===== src/rtl/exe_wb_arbiter.sv =====
// Writeback arbiter: per-unit result FIFOs merged onto a single register-file write port.
// Define WB_RR_ARB_EN for round-robin arbitration; otherwise the highest non-empty index wins.
module exe_wb_arbiter #(
  parameter int unsigned N_UNITS = 4,
  parameter int unsigned DATA_W  = 32,
  parameter int unsigned RD_W    = 4,
  parameter int unsigned DEPTH   = 2
) (
  input  logic                        clk,
  input  logic                        rst_n,
  input  logic [N_UNITS-1:0]          wr_allow,
  input  logic [N_UNITS*RD_W-1:0]     in_Rd,
  input  logic [N_UNITS*DATA_W-1:0]   in_result,
  input  logic                        wb_stall,
  output logic [N_UNITS-1:0]          busy,
  output logic [N_UNITS-1:0]          ovf_err,
  output logic                        final_valid,
  output logic [RD_W-1:0]             final_Rd,
  output logic [DATA_W-1:0]           final_result
);

  localparam int unsigned PtrW = $clog2(DEPTH);
  localparam int unsigned CntW = $clog2(DEPTH + 1);
  localparam int unsigned IdxW = $clog2(N_UNITS);

  logic [RD_W-1:0]   rd_mem_q  [N_UNITS][DEPTH];
  logic [DATA_W-1:0] res_mem_q [N_UNITS][DEPTH];
  logic [PtrW-1:0]   wptr_q    [N_UNITS];
  logic [PtrW-1:0]   rptr_q    [N_UNITS];
  logic [CntW-1:0]   cnt_q     [N_UNITS];

  logic [N_UNITS-1:0] ovf_q;
  logic [N_UNITS-1:0] nonempty;
  logic [N_UNITS-1:0] full;
  logic [N_UNITS-1:0] push;
  logic [N_UNITS-1:0] pop;

  logic              valid_q;
  logic [RD_W-1:0]   rd_q;
  logic [DATA_W-1:0] res_q;

  logic              free;
  logic              gnt_valid;
  logic [IdxW-1:0]   gnt_idx;

  always_comb begin
    nonempty = '0;
    full     = '0;
    for (int i = 0; i < N_UNITS; i++) begin
      nonempty[i] = (cnt_q[i] != '0);
      full[i]     = (cnt_q[i] == CntW'(DEPTH));
    end
  end

  assign busy         = full;
  assign ovf_err      = ovf_q;
  assign final_valid  = valid_q;
  assign final_Rd     = rd_q;
  assign final_result = res_q;

  assign free = !valid_q || !wb_stall;

`ifdef WB_RR_ARB_EN
  logic [IdxW-1:0] last_q;

  // Search starts just after the last granted channel and wraps.
  always_comb begin
    int unsigned cand;
    logic [IdxW-1:0] cand_idx;
    gnt_valid = 1'b0;
    gnt_idx   = '0;
    cand      = 0;
    cand_idx  = '0;
    for (int k = 0; k < N_UNITS; k++) begin
      cand     = (32'(last_q) + 1 + k) % N_UNITS;
      cand_idx = IdxW'(cand);
      if (!gnt_valid && nonempty[cand_idx]) begin
        gnt_valid = 1'b1;
        gnt_idx   = cand_idx;
      end
    end
  end

  always_ff @(posedge clk or negedge rst_n) begin
    if (!rst_n) begin
      last_q <= IdxW'(N_UNITS - 1);
    end else if (free && gnt_valid) begin
      last_q <= gnt_idx;
    end
  end
`else
  // Later iterations overwrite earlier ones, so the highest non-empty index wins.
  always_comb begin
    gnt_valid = 1'b0;
    gnt_idx   = '0;
    for (int i = 0; i < N_UNITS; i++) begin
      if (nonempty[i]) begin
        gnt_valid = 1'b1;
        gnt_idx   = IdxW'(i);
      end
    end
  end
`endif

  always_comb begin
    pop  = '0;
    push = '0;
    for (int i = 0; i < N_UNITS; i++) begin
      pop[i]  = free && gnt_valid && (gnt_idx == IdxW'(i));
      push[i] = wr_allow[i] && (!full[i] || pop[i]);
    end
  end

  // Entry storage needs no reset: occupancy alone decides what is valid.
  always_ff @(posedge clk) begin
    for (int i = 0; i < N_UNITS; i++) begin
      if (push[i]) begin
        rd_mem_q[i][wptr_q[i]]  <= in_Rd[i*RD_W +: RD_W];
        res_mem_q[i][wptr_q[i]] <= in_result[i*DATA_W +: DATA_W];
      end
    end
  end

  // DEPTH is a power of two, so natural pointer overflow gives the modulo wrap.
  always_ff @(posedge clk or negedge rst_n) begin
    if (!rst_n) begin
      for (int i = 0; i < N_UNITS; i++) begin
        wptr_q[i] <= '0;
        rptr_q[i] <= '0;
        cnt_q[i]  <= '0;
      end
      ovf_q   <= '0;
      valid_q <= 1'b0;
      rd_q    <= '0;
      res_q   <= '0;
    end else begin
      for (int i = 0; i < N_UNITS; i++) begin
        if (push[i]) wptr_q[i] <= wptr_q[i] + 1'b1;
        if (pop[i])  rptr_q[i] <= rptr_q[i] + 1'b1;
        if (push[i] && !pop[i]) begin
          cnt_q[i] <= cnt_q[i] + 1'b1;
        end else if (pop[i] && !push[i]) begin
          cnt_q[i] <= cnt_q[i] - 1'b1;
        end
        if (wr_allow[i] && !push[i]) ovf_q[i] <= 1'b1;
      end
      if (free) begin
        valid_q <= gnt_valid;
        rd_q    <= gnt_valid ? rd_mem_q[gnt_idx][rptr_q[gnt_idx]] : '0;
        res_q   <= gnt_valid ? res_mem_q[gnt_idx][rptr_q[gnt_idx]] : '0;
      end
    end
  end

endmodule


===== config.mk =====
export PLATFORM = sky130hd
export DESIGN_NAME = exe_wb_arbiter
export DESIGN_NICKNAME = d
export VERILOG_FILES = /design/src/rtl/exe_wb_arbiter.sv
export SDC_FILE = /design/constraint.sdc
export NUM_CORES = 1
export LEC_CHECK = 0
export CAP_MARGIN = 5
export CORE_AREA = 2 2 165 167
export CTS_CLUSTER_DIAMETER = 30
export CTS_CLUSTER_SIZE = 12
export DETAILED_ROUTE_END_ITERATION = 12
export DIE_AREA = 0 0 167 169
export PLACE_DENSITY = 0.73
export RECOVER_POWER = 25
export REMOVE_ABC_BUFFERS = 1
export SLEW_MARGIN = 20
export SYNTH_ARGS = -nofsm -noshare
export SYNTH_HDL_FRONTEND = slang
export SYNTH_SLANG_ARGS = --single-unit

===== constraint.sdc =====
create_clock -name clk -period 6.35 [get_ports clk]
set_clock_uncertainty 0.2 [all_clocks]
set_input_delay 0.9525 -clock clk [delete_from_list [all_inputs] [get_ports clk]]
set_output_delay 0.9525 -clock clk [all_outputs]
set_load 0.03 [all_outputs]

==> After elaboration in Yosys (flattened, before gate mapping) <==
Memories as Yosys holds them, arrays and structs flattened.
Index checks and enable logic that the tools add are counted.
{ "totals": {"register_bits": 57, "latchBits": 0, "mem_bits_rw": 288, "rom_bits": 0, "mem_count": 2} }
{ "classes": {"add_sub_neg": 16, "multipliers": 0, "n_div": 0, "order_cmp": 10, "eq_ne": 7, "shifts": 0, "muxes": 54, "n_bitwise": 6, "reduce_logical": 53} }
{ "mem_list": {"columns": ["name", "depth", "word_bits", "read_ports", "rd_clocked_by_memory_dff", "write_ports", "line", "source"], "rows": [
  ["res_mem_q", 4, 64, 1, 0, 4, "27", "logic [DATA_W-1:0] res_mem_q [N_UNITS][DEPTH];"],
  ["rd_mem_q", 4, 8, 1, 0, 4, "26", "logic [RD_W-1:0] rd_mem_q [N_UNITS][DEPTH];"]
]} }
{ "ops": {"columns": ["op", "count"], "rows": [
  ["$mux 32", 8],
  ["$mux 64", 4],
  ["$demux 32 s1", 4],
  ["$mux 4", 8],
  ["$mux 8", 4],
  ["$logic_and 1x1->1", 25],
  ["$mux 2", 10],
  ["$demux 4 s1", 4],
  ["$reduce_bool 2->1", 8],
  ["$logic_not 1->1", 14],
  ["$eq 2x2->1 const B", 6],
  ["$mux 1", 11],
  ["$ge 2x2->1 const B", 5],
  ["$not 1->2", 5],
  ["$add 1x1->1 const B", 8],
  ["$add 2x1->2 const B", 4],
  ["$lt 2x1->1 const B", 4],
  ["$sub 2x1->2 const B", 4],
  ["$logic_or 1x1->1", 5],
  ["$ge 3x3->1 const B", 1],
  ["$not 2->3", 1],
  ["$bmux 1 s2", 1],
  ["$eq 2x1->1 const B", 1],
  ["$logic_not 2->1", 1]
]} }

==> Longest topological paths before layout <==
Gate-level depths: netlist of run 1.
{ "logic_depth": {"word_depth": 13, "mapped_depth": 11, "depth_no_buf": 9} }

==> Worst setup path after synthesis of run 1 <==
OpenSTA, ideal clock, no wires.
{ "synth_timing": {"path_type": "input to register", "startpoint": "input port wb_stall", "endpoint": "memory rd_mem_q[2][4] (netlist name) (enable)", "setup_time_ns": 0.429, "arrival_ns": 3.205, "setup_slack_ns": 2.516, "cell_stages": 6, "cell_sequence": "and2_1 -> clkbuf_1 -> clkbuf_1 -> o21ai_1 -> nand2_1 -> nor2_1"} }
{ "synth_rtl": {"columns": ["item", "line", "source"], "rows": [
  ["from (decl)", "14", "input logic wb_stall,"],
  ["to (decl)", "26", null]
]} }

==> flow_metrics.tcl, run 1 <==
set metrics [dict create \
    r2r_start "cnt_q[0]" \
    endpoint_kind "flip-flop" \
    fill_cells 1837 \
    rsz0062_at_grt "no" \
    yosys_warnings 0 \
    final_max_slew_viol_count 0 \
    grt_use_total_pct 22.40 \
    cp-start-kind "flip-flop" \
    grt_antenna_before_repair 0 \
    stdcell_count 1324 \
    async_flop_share_pct 16.52 \
    postCtsHoldBufs 0 \
    ys_top_cells_by_area "edfxtp_1 (66%), dfrtp_1 (11%), mux2i_1 (5.5%)" \
    powerDensity_nw_per_um2 521.5 \
    ys_seq_area_share_pct 77.23 \
    hold_violations 0 \
    root_buffer "clkbuf_16" \
    period_minus_slack_ns 3.951 \
    clk_pin_slew_ns 0.06 \
    cts_made_buffers 53 \
    first_iter_violations 869 \
    maxClockFrequency_ghz 0.2531 \
    grt_max_degree 80 \
    globalRouteOverflowTotal 0 \
    fp.dieW_um 167 \
    wl_um 31800 \
    die_h_um 169 \
    drv_cap 0 \
    clk_latency_ns 0.56 \
    timing.final.crit_share_pct 62.22 \
    num_io_pins 196 \
    setup_slack_ns 2.399 \
    synth_area_um2 13050 \
    globalplace.congestion 0.7527 \
    slew_headroom_pct 26.27 \
    grt_pass1_wl_um 47730 \
    cp_data_arrival_time_ns 3.95 \
    ir_drop_mv 0.3343 \
    ys.flop_type "edfxtp_1" \
    netlist-cell-type-count 38 \
    post_cts_buffers 0 \
    syn_avg_cell_area_um2 17.97 \
    dp.final_hpwl_um 19650 \
    hold_class "reg2reg" \
    initial_core_util_pct 49.23 \
    cts_resized 0 \
    dieArea_um2 28220 \
    routedWlPerCell_um 24.02 \
    holdWs_ns 0.2618 \
    netlist_top_cells_count "edfxtp_1 (288), a22oi_1 (72), mux2i_1 (72), o211ai_1 (72), dfrtp_1 (57)" \
    first_global_vias 8193 \
    via_count 7717 \
    cts_sinks 345 \
    min_from "ovf_err[0]" \
    tightest_slew_ns 1.106 \
    drt_pass1_iterations 5 \
    antenna_cells 0 \
    synth_top_cell_by_area "edfxtp_1" \
    cp-startpoint "cnt_q[0]" \
    worst_ep_required_time_ns 6.35 \
    setup_viol 0 \
    port_buffers 195 \
    cts_tree "done" \
    synth_seq_cells 345 \
    status "completed" \
    synth_edf_count 288 \
    cts_buffer_depth 3 \
    worst-setup-path-type "reg2reg" \
    synthCells 726 \
    core.rowCount 60 \
    place_ws_ns 2.072 \
    area_growth_pct 31.91 \
    dp.cells 1225 \
    yosysTopAreaCellShare_pct 66.30 \
    nNetsFinal 1094 \
    ant_nets 0 \
    p_leak_uw 0.005933 \
    cp_max_fo 79 \
    design.core.area_um2 26500 \
    htreeDepth 2 \
    drive_above_1_share_pct 12.82 \
    yosysMostFrequentCell "edfxtp_1" \
    drc_errors 0 \
    via_per_inst 5.829 \
]
==> power breakdown <==
group,switching [uW],total (uW),leakage [uW],internal (uW)
logic,1630,2660,0.00170,1030
registers,281,3420,0.00335,3140
clock network,1030,2890,0.000888,1860
==> metrics by stage <==
stage | utilization [%] | power [uW] | cell area [um^2] | TNS (ns)
2_1_floorplan | - | 5120 | 12800 | -409.56
3_3_place_gp | 57.88 | 6022 | 15340 | 0
3_5_place_dp | 58.08 | 6132 | 15390 | 0
4_1_cts | 64.93 | 9043 | 17210 | 0
5_1_grt | 64.93 | 9363 | 17210 | 0
6_report | 64.93 | 8973 | 17210 | 0
==> area by class of cell <==
cell class	count	area, um^2	share of cell area (%)
inverter	6	22.52	0.1309
tap	341	426.7	2.479
sequential	345	10070	58.55
timing repair buffer	207	2079	12.08
multi-input combinational	326	2790	16.21
clock inverter	40	435.4	2.530
clock buffer	59	1379	8.013
==> final timing paths <==
| kind | to | slack (ns) | cells after the start |
|---|---|---|---|
| hold reg to reg | ovf_err[0] | 0.26 | 1 |
| hold / removal | ovf_err[0] | 0.26 | 1 |
| max in group asynchronous | final_result[26] | 5.10 | 1 |
| setup / recovery | res_mem_q[1][5] | 2.40 | 6 |
| min in group asynchronous | final_result[29] | 0.29 | 1 |
| setup reg to reg | res_mem_q[1][5] | 2.40 | 6 |
==> registers in the layout (all words and copies together), names as in the netlist <==
signal / flops
final_valid: 1
final_Rd: 4
res_mem_q: 256
rptr_q: 4
cnt_q: 8
wptr_q: 4
final_result: 32
ovf_err: 4
rd_mem_q: 32
==> cell usage in the layout (no fill, tap or decap), drive strengths merged, types with 3 or more instances in the layout <==
cell type and count:
mux2i 72, and2 3, nor2 13, dlygate4sd3 93, dfrtp 57, buf 13, clkinv 24, clkinvlp 4
edfxtp 288, a22oi 72, clkdlybuf4s50 101, xor2 8, nand2 7, nand2b 4, a32o 36, xnor2 12
nor2b 3, bufinv 7, inv 11, clkbuf 59, o211ai 72, ha 4
==> layer usage <==
metal	global-route usage, %	vias up	share of wire, %
li1	-	3413	-
met1	28.91	3854	40
met2	37.91	383	50
met3	4.816	67	7.8
met4	7.834	0	2.8
met5	0	-	0
==> kinds of logic after synthesis <==
kind of cell | Yosys count | share of synthesized area [%]
compound gates | 190 | 11.76
mux | 73 | 5.640
simple gates | 39 | 1.631
fa+ha+maj | 4 | 0.3837
xor+xnor | 20 | 1.343
buf+inv | 55 | 2.014
flops | 345 | 77.23
==> critical path, stage by stage, from the launching register on <==
cell	delay, ns
dfrtp_1	0.45
or2_4	0.56
nand2b_4	0.65
o21ai_1	0.35
nand2_1	0.20
nor2_4	0.58
buf_4	0.48
(Power assumes the default switching activity.)
==> run 2, diff against run 1 <==
--- a/config.mk
+++ b/config.mk
@@ -6,12 +6,12 @@
 export NUM_CORES = 1
 export LEC_CHECK = 0
 export CAP_MARGIN = 5
-export CORE_AREA = 2 2 165 167
+export CORE_AREA = 2 2 167 169
 export CTS_CLUSTER_DIAMETER = 30
 export CTS_CLUSTER_SIZE = 12
 export DETAILED_ROUTE_END_ITERATION = 12
-export DIE_AREA = 0 0 167 169
-export PLACE_DENSITY = 0.73
+export DIE_AREA = 0 0 169 171
+export PLACE_DENSITY = 0.74
 export RECOVER_POWER = 25
 export REMOVE_ABC_BUFFERS = 1
 export SLEW_MARGIN = 20
==> constraint.sdc (replaced) <==
create_clock -name clk -period 3.43 [get_ports clk]
set_clock_uncertainty 0.2 [all_clocks]
set_input_delay 0.5145 -clock clk [delete_from_list [all_inputs] [get_ports clk]]
set_output_delay 0.5145 -clock clk [all_outputs]
set_load 0.03 [all_outputs]
==> flow_metrics.tcl, run 2 (synthesized netlist as in run 1, its figures left out) <==
set metrics [dict create \
    status "completed" \
    grt_antenna_before_repair 3 \
    grt_use_total_pct 23.36 \
    port_buffers 195 \
    cts_made_buffers 54 \
    cts_buffer_depth 3 \
    hold_violations 0 \
    endpoint_kind "output port" \
    clk_latency_ns 0.56 \
    htreeDepth 2 \
    timing.final.crit_share_pct 81.87 \
    slew_headroom_pct 41.89 \
    grt_pass1_wl_um 49870 \
    maxClockFrequency_ghz 0.3561 \
    postPlaceCellArea_um2 15500 \
    wl_um 33350 \
    root_buffer "clkbuf_16" \
    final_cell_mix "edfxtp_1 (288), clkdlybuf4s50_1 (101), dlygate4sd3_1 (94)" \
    grt_max_degree 66 \
    area_growth_pct 33.52 \
    worst_ep_required_time_ns 2.72 \
    tightest_slew_ns 0.8716 \
    stdcell_count 1349 \
    final_max_slew_viol_count 0 \
    drt_pass1_iterations 6 \
    dieArea_um2 28900 \
    initial_core_util_pct 47.74 \
    hold_class "reg2reg" \
    setup_viol 0 \
    via_per_inst 5.876 \
    drv_cap 0 \
    worst-setup-path-type "reg2out" \
    ir_drop_mv 0.5903 \
    routedWlPerCell_um 24.72 \
    drc_errors 0 \
    final_common_cell "edfxtp_1" \
    drive_above_1_share_pct 14.17 \
    nNetsFinal 1111 \
    design.core.area_um2 27320 \
    post_cts_buffers 0 \
    first_iter_violations 828 \
    final_area_um2 17420 \
    design_power_total_uw 17030 \
    globalplace.congestion 0.7690 \
    holdWs_ns 0.2670 \
    die_h_um 171 \
    period_minus_slack_ns 2.808 \
    dp.cells 1245 \
    num_io_pins 196 \
    largest_reg_flops 256 \
    rsz0062_at_grt "no" \
    via_count 7927 \
    p_leak_uw 0.006013 \
    cp_max_fo 4 \
    cts_sinks 345 \
    globalRouteOverflowTotal 0 \
    cp-start-kind "flip-flop" \
    cp_data_arrival_time_ns 2.09 \
    fp.dieW_um 169 \
    core.rowCount 61 \
    dp.final_hpwl_um 20860 \
    cts_resized 0 \
    ant_nets 0 \
    cts_tree "done" \
    first_global_vias 8404 \
    clk_pin_slew_ns 0.05 \
    powerDensity_nw_per_um2 977.9 \
]
run 2: cell count changes in the layout (fill, tap and decap cells not counted), moves of 2 or more:
cell        change
clkinvlp_4      +7
clkinv_4        -4
buf_16          -2
buf_4          +15
clkbuf_16       +2
clkbuf_1        +3
inv_6           +3
buf_12          +2
clkinv_2        -7
run 2: through the flow:
step | util, % | setup TNS [ns] | setup WS, ns
final | 63.75 | 0 | 0.6218
after global routing | 63.74 | 0 | 0.5396
after CTS | 63.72 | 0 | 0.6021
after detailed placement | 56.71 | 0 | 0.3269
after global placement | 56.71 | 0 | 0.4060
after floorplan | - | -1123.93 | -6.033
run 2: final timing paths:
| kind | endpoint | slack, ns | depth (start not counted) | startpoint |
|---|---|---|---|---|
| worst max-delay path | busy[1] | 0.62 | 2 | cnt_q[4] |
| worst min-delay path | ovf_err[2] | 0.27 | 1 | ovf_err[2] |
| worst max register to register | res_mem_q[0][5] | 0.67 | 7 | cnt_q[0] |
| worst min register to register | ovf_err[2] | 0.27 | 1 | ovf_err[2] |
| max in group asynchronous | final_result[28] | 2.03 | 2 | rst_n |
| min in group asynchronous | final_result[14] | 0.41 | 2 | rst_n |
run 2: area by class of cell:
type / instances / area [um^2]
Timing Repair Buffer: 223 / 2187
Sequential cell: 345 / 10070
Multi-Input combinational cell: 326 / 2793
Antenna cell: 1 / 2.502
Fill cell: 1875 / 9906
Clock buffer: 63 / 1426
Clock inverter: 39 / 479.2
Tap cell: 346 / 432.9
Inverter: 6 / 22.52
run 2: what timing repair did:
item	4_1_cts	5_1_grt
endpoints found under the hold margin	57	0
setup endpoints to repair	0	0
hold buffers	1	0
run 2: power breakdown:
| part | internal [uW] | total [uW] | switching [uW] |
|---|---|---|---|
| registers | 5810 | 6330 | 518 |
| clock network | 3620 | 5570 | 1950 |
| logic | 2000 | 5140 | 3140 |
run 2: worst max-delay path, cell delays in order (launching register included):
cell and delay, ns:
dfrtp_1 0.46, nor2b_1 0.34, clkdlybuf4s50_1 0.74
run 2: per-layer routing:
metal / up-vias / wire (um) / part of all wire, % / GRT usage, %
li1: 3454 / - / - / -
met1: 3995 / 13920 / 42 / 31.58
met2: 417 / 16120 / 48 / 38.45
met3: 57 / 2647 / 7.9 / 4.997
met4: 4 / 633 / 1.9 / 7.023
met5: - / 26 / 0.078 / 0
==> run 3, diff against run 2 <==
--- a/config.mk
+++ b/config.mk
@@ -6,12 +6,12 @@
 export NUM_CORES = 1
 export LEC_CHECK = 0
 export CAP_MARGIN = 5
-export CORE_AREA = 2 2 167 169
+export CORE_AREA = 2 2 165 167
 export CTS_CLUSTER_DIAMETER = 30
 export CTS_CLUSTER_SIZE = 12
 export DETAILED_ROUTE_END_ITERATION = 12
-export DIE_AREA = 0 0 169 171
-export PLACE_DENSITY = 0.74
+export DIE_AREA = 0 0 167 169
+export PLACE_DENSITY = 0.73
 export RECOVER_POWER = 25
 export REMOVE_ABC_BUFFERS = 1
 export SLEW_MARGIN = 20
==> constraint.sdc (replaced) <==
create_clock -name clk -period 2.77 [get_ports clk]
set_clock_uncertainty 0.2 [all_clocks]
set_input_delay 0.4155 -clock clk [delete_from_list [all_inputs] [get_ports clk]]
set_output_delay 0.4155 -clock clk [all_outputs]
set_load 0.03 [all_outputs]
==> flow_metrics.tcl, run 3 (synthesized netlist as in run 1, its figures left out) <==
set metrics [dict create \
    status "completed" \
    cp-start-kind "flip-flop" \
    crit_chain "nor2b_1 -> clkdlybuf4s50_1" \
    r2r_start "cnt_q[0]" \
    globalRouteOverflowTotal 0 \
    grt_antenna_before_repair 1 \
    slew_headroom_pct 39.77 \
    final_max_slew_viol_count 0 \
    reg2reg_depth 7 \
    hold_class "in2reg" \
    dp.final_hpwl_um 21210 \
    htreeDepth 2 \
    dp.cells 1247 \
    tightest_slew_ns 0.9034 \
    first_global_vias 8481 \
    cts_tree "done" \
    hold_end "res_mem_q[3][10]" \
    die_h_um 169 \
    routedWlPerCell_um 24.71 \
    final_cell_mix "edfxtp_1 (288), clkdlybuf4s50_1 (98), dlygate4sd3_1 (95)" \
    grt_max_degree 58 \
    slowest_delay_ns 0.73 \
    drc_errors 0 \
    area_growth_pct 34.68 \
    clk_latency_ns 0.57 \
    port_buffers 195 \
    final_util_pct 66.30 \
    r2r_setup_slack_ns 0.26 \
    grt_pass1_wl_um 49620 \
    stdcell_count 1355 \
    post_cts_buffers 0 \
    ant_nets 0 \
    maxClockFrequency_ghz 0.3736 \
    first_iter_violations 612 \
    wl_um 33490 \
    drt_pass1_iterations 5 \
    drv_cap 0 \
    ir_drop_mv 0.8229 \
    cts_sinks 345 \
    min_path_cells 1 \
    num_io_pins 196 \
    cts_buffer_depth 3 \
    fp.dieW_um 167 \
    nNetsFinal 1120 \
    drive_above_1_share_pct 15.00 \
    via_per_inst 5.908 \
    setup_tns_ns 0 \
    globalplace.congestion 0.7831 \
    hold_violations 0 \
    p_leak_uw 0.006108 \
    worst_ep_required_time_ns 2.15 \
    root_buffer "clkbuf_16" \
    clk_pin_slew_ns 0.05 \
    min_from "in_result[106]" \
    dieArea_um2 28220 \
    powerDensity_nw_per_um2 1205 \
    period_minus_slack_ns 2.676 \
    cts_made_buffers 56 \
    worst_r2r_endpoint "res_mem_q[0][13]" \
    cp_data_arrival_time_ns 2.06 \
    largest_reg_flops 256 \
    initial_core_util_pct 49.23 \
    timing.final.crit_share_pct 96.62 \
    via_count 8005 \
    cp_max_fo 4 \
    design.core.area_um2 26500 \
    grt_use_total_pct 23.54 \
    fill_cells 1771 \
    endpoint_kind "output port" \
    core.rowCount 60 \
    setup_viol 0 \
    final_common_cell "edfxtp_1" \
    worst-setup-path-type "reg2out" \
    rsz0062_at_grt "no" \
    crit_slowest_cell "clkdlybuf4s50_1" \
]
==> run 3: worst max-delay path, delay by kind of cell (launching register included) <==
kind | cells | cell delay, ns
buf+inv | 1 | 0.73
flops | 1 | 0.46
simple gates | 1 | 0.31
==> run 3: where the power goes <==
part / switching (uW) / internal, uW / total (uW)
clock: 2510 / 4250 / 6760
sequential: 625 / 7190 / 7810
combinational: 3930 / 2660 / 6600
==> run 3: worst max path at each step <==
stage,to,cells after the start,from
after floorplan,rd_mem_q[3][0],4,cnt_q[4]
after global placement,cnt_q[1],10,wb_stall
after detailed placement,cnt_q[1],10,wb_stall
after CTS,busy[0],2,cnt_q[6]
after global routing,busy[2],2,cnt_q[3]
final,busy[2],2,cnt_q[3]
==> run 3: cell type report <==
| class | instances | area, um^2 | share of cell area [%] |
|---|---|---|---|
| antenna | 1 | 2.502 | 0.01424 |
| clock buffer | 62 | 1424 | 8.104 |
| clock inverter | 44 | 460.4 | 2.621 |
| inverter | 6 | 22.52 | 0.1282 |
| multi-input combinational | 326 | 2789 | 15.87 |
| sequential | 345 | 10070 | 57.34 |
| tap | 341 | 426.7 | 2.428 |
| timing repair buffer | 230 | 2370 | 13.49 |
==> run 3: timing repair <==
action,4_1_cts,5_1_grt
endpoints found under the hold margin,57,0
resized for setup,0,2
setup endpoints to repair,0,2
hold buffers,1,0
==> run 3: through the flow <==
stage	setup WS, ns	cell area, um^2	hold WS [ns]	power [uW]
floorplan	-6.693	12800	-0.08009	11530
global placement	0.2469	15670	0.2648	14210
detailed placement	0.1812	15670	0.2651	14420
CTS	0.001603	17560	0.2088	21280
global route	0.06743	17570	0.2747	22000
finish	0.09369	17570	0.2601	21170
==> run 3: per-layer routing <==
metal	track usage, %	up-vias	wire length (um)
li1	-	3474	-
met1	30.22	4018	13140
met2	40.04	433	16830
met3	4.232	80	2449
met4	9.445	0	1071
met5	0	-	0
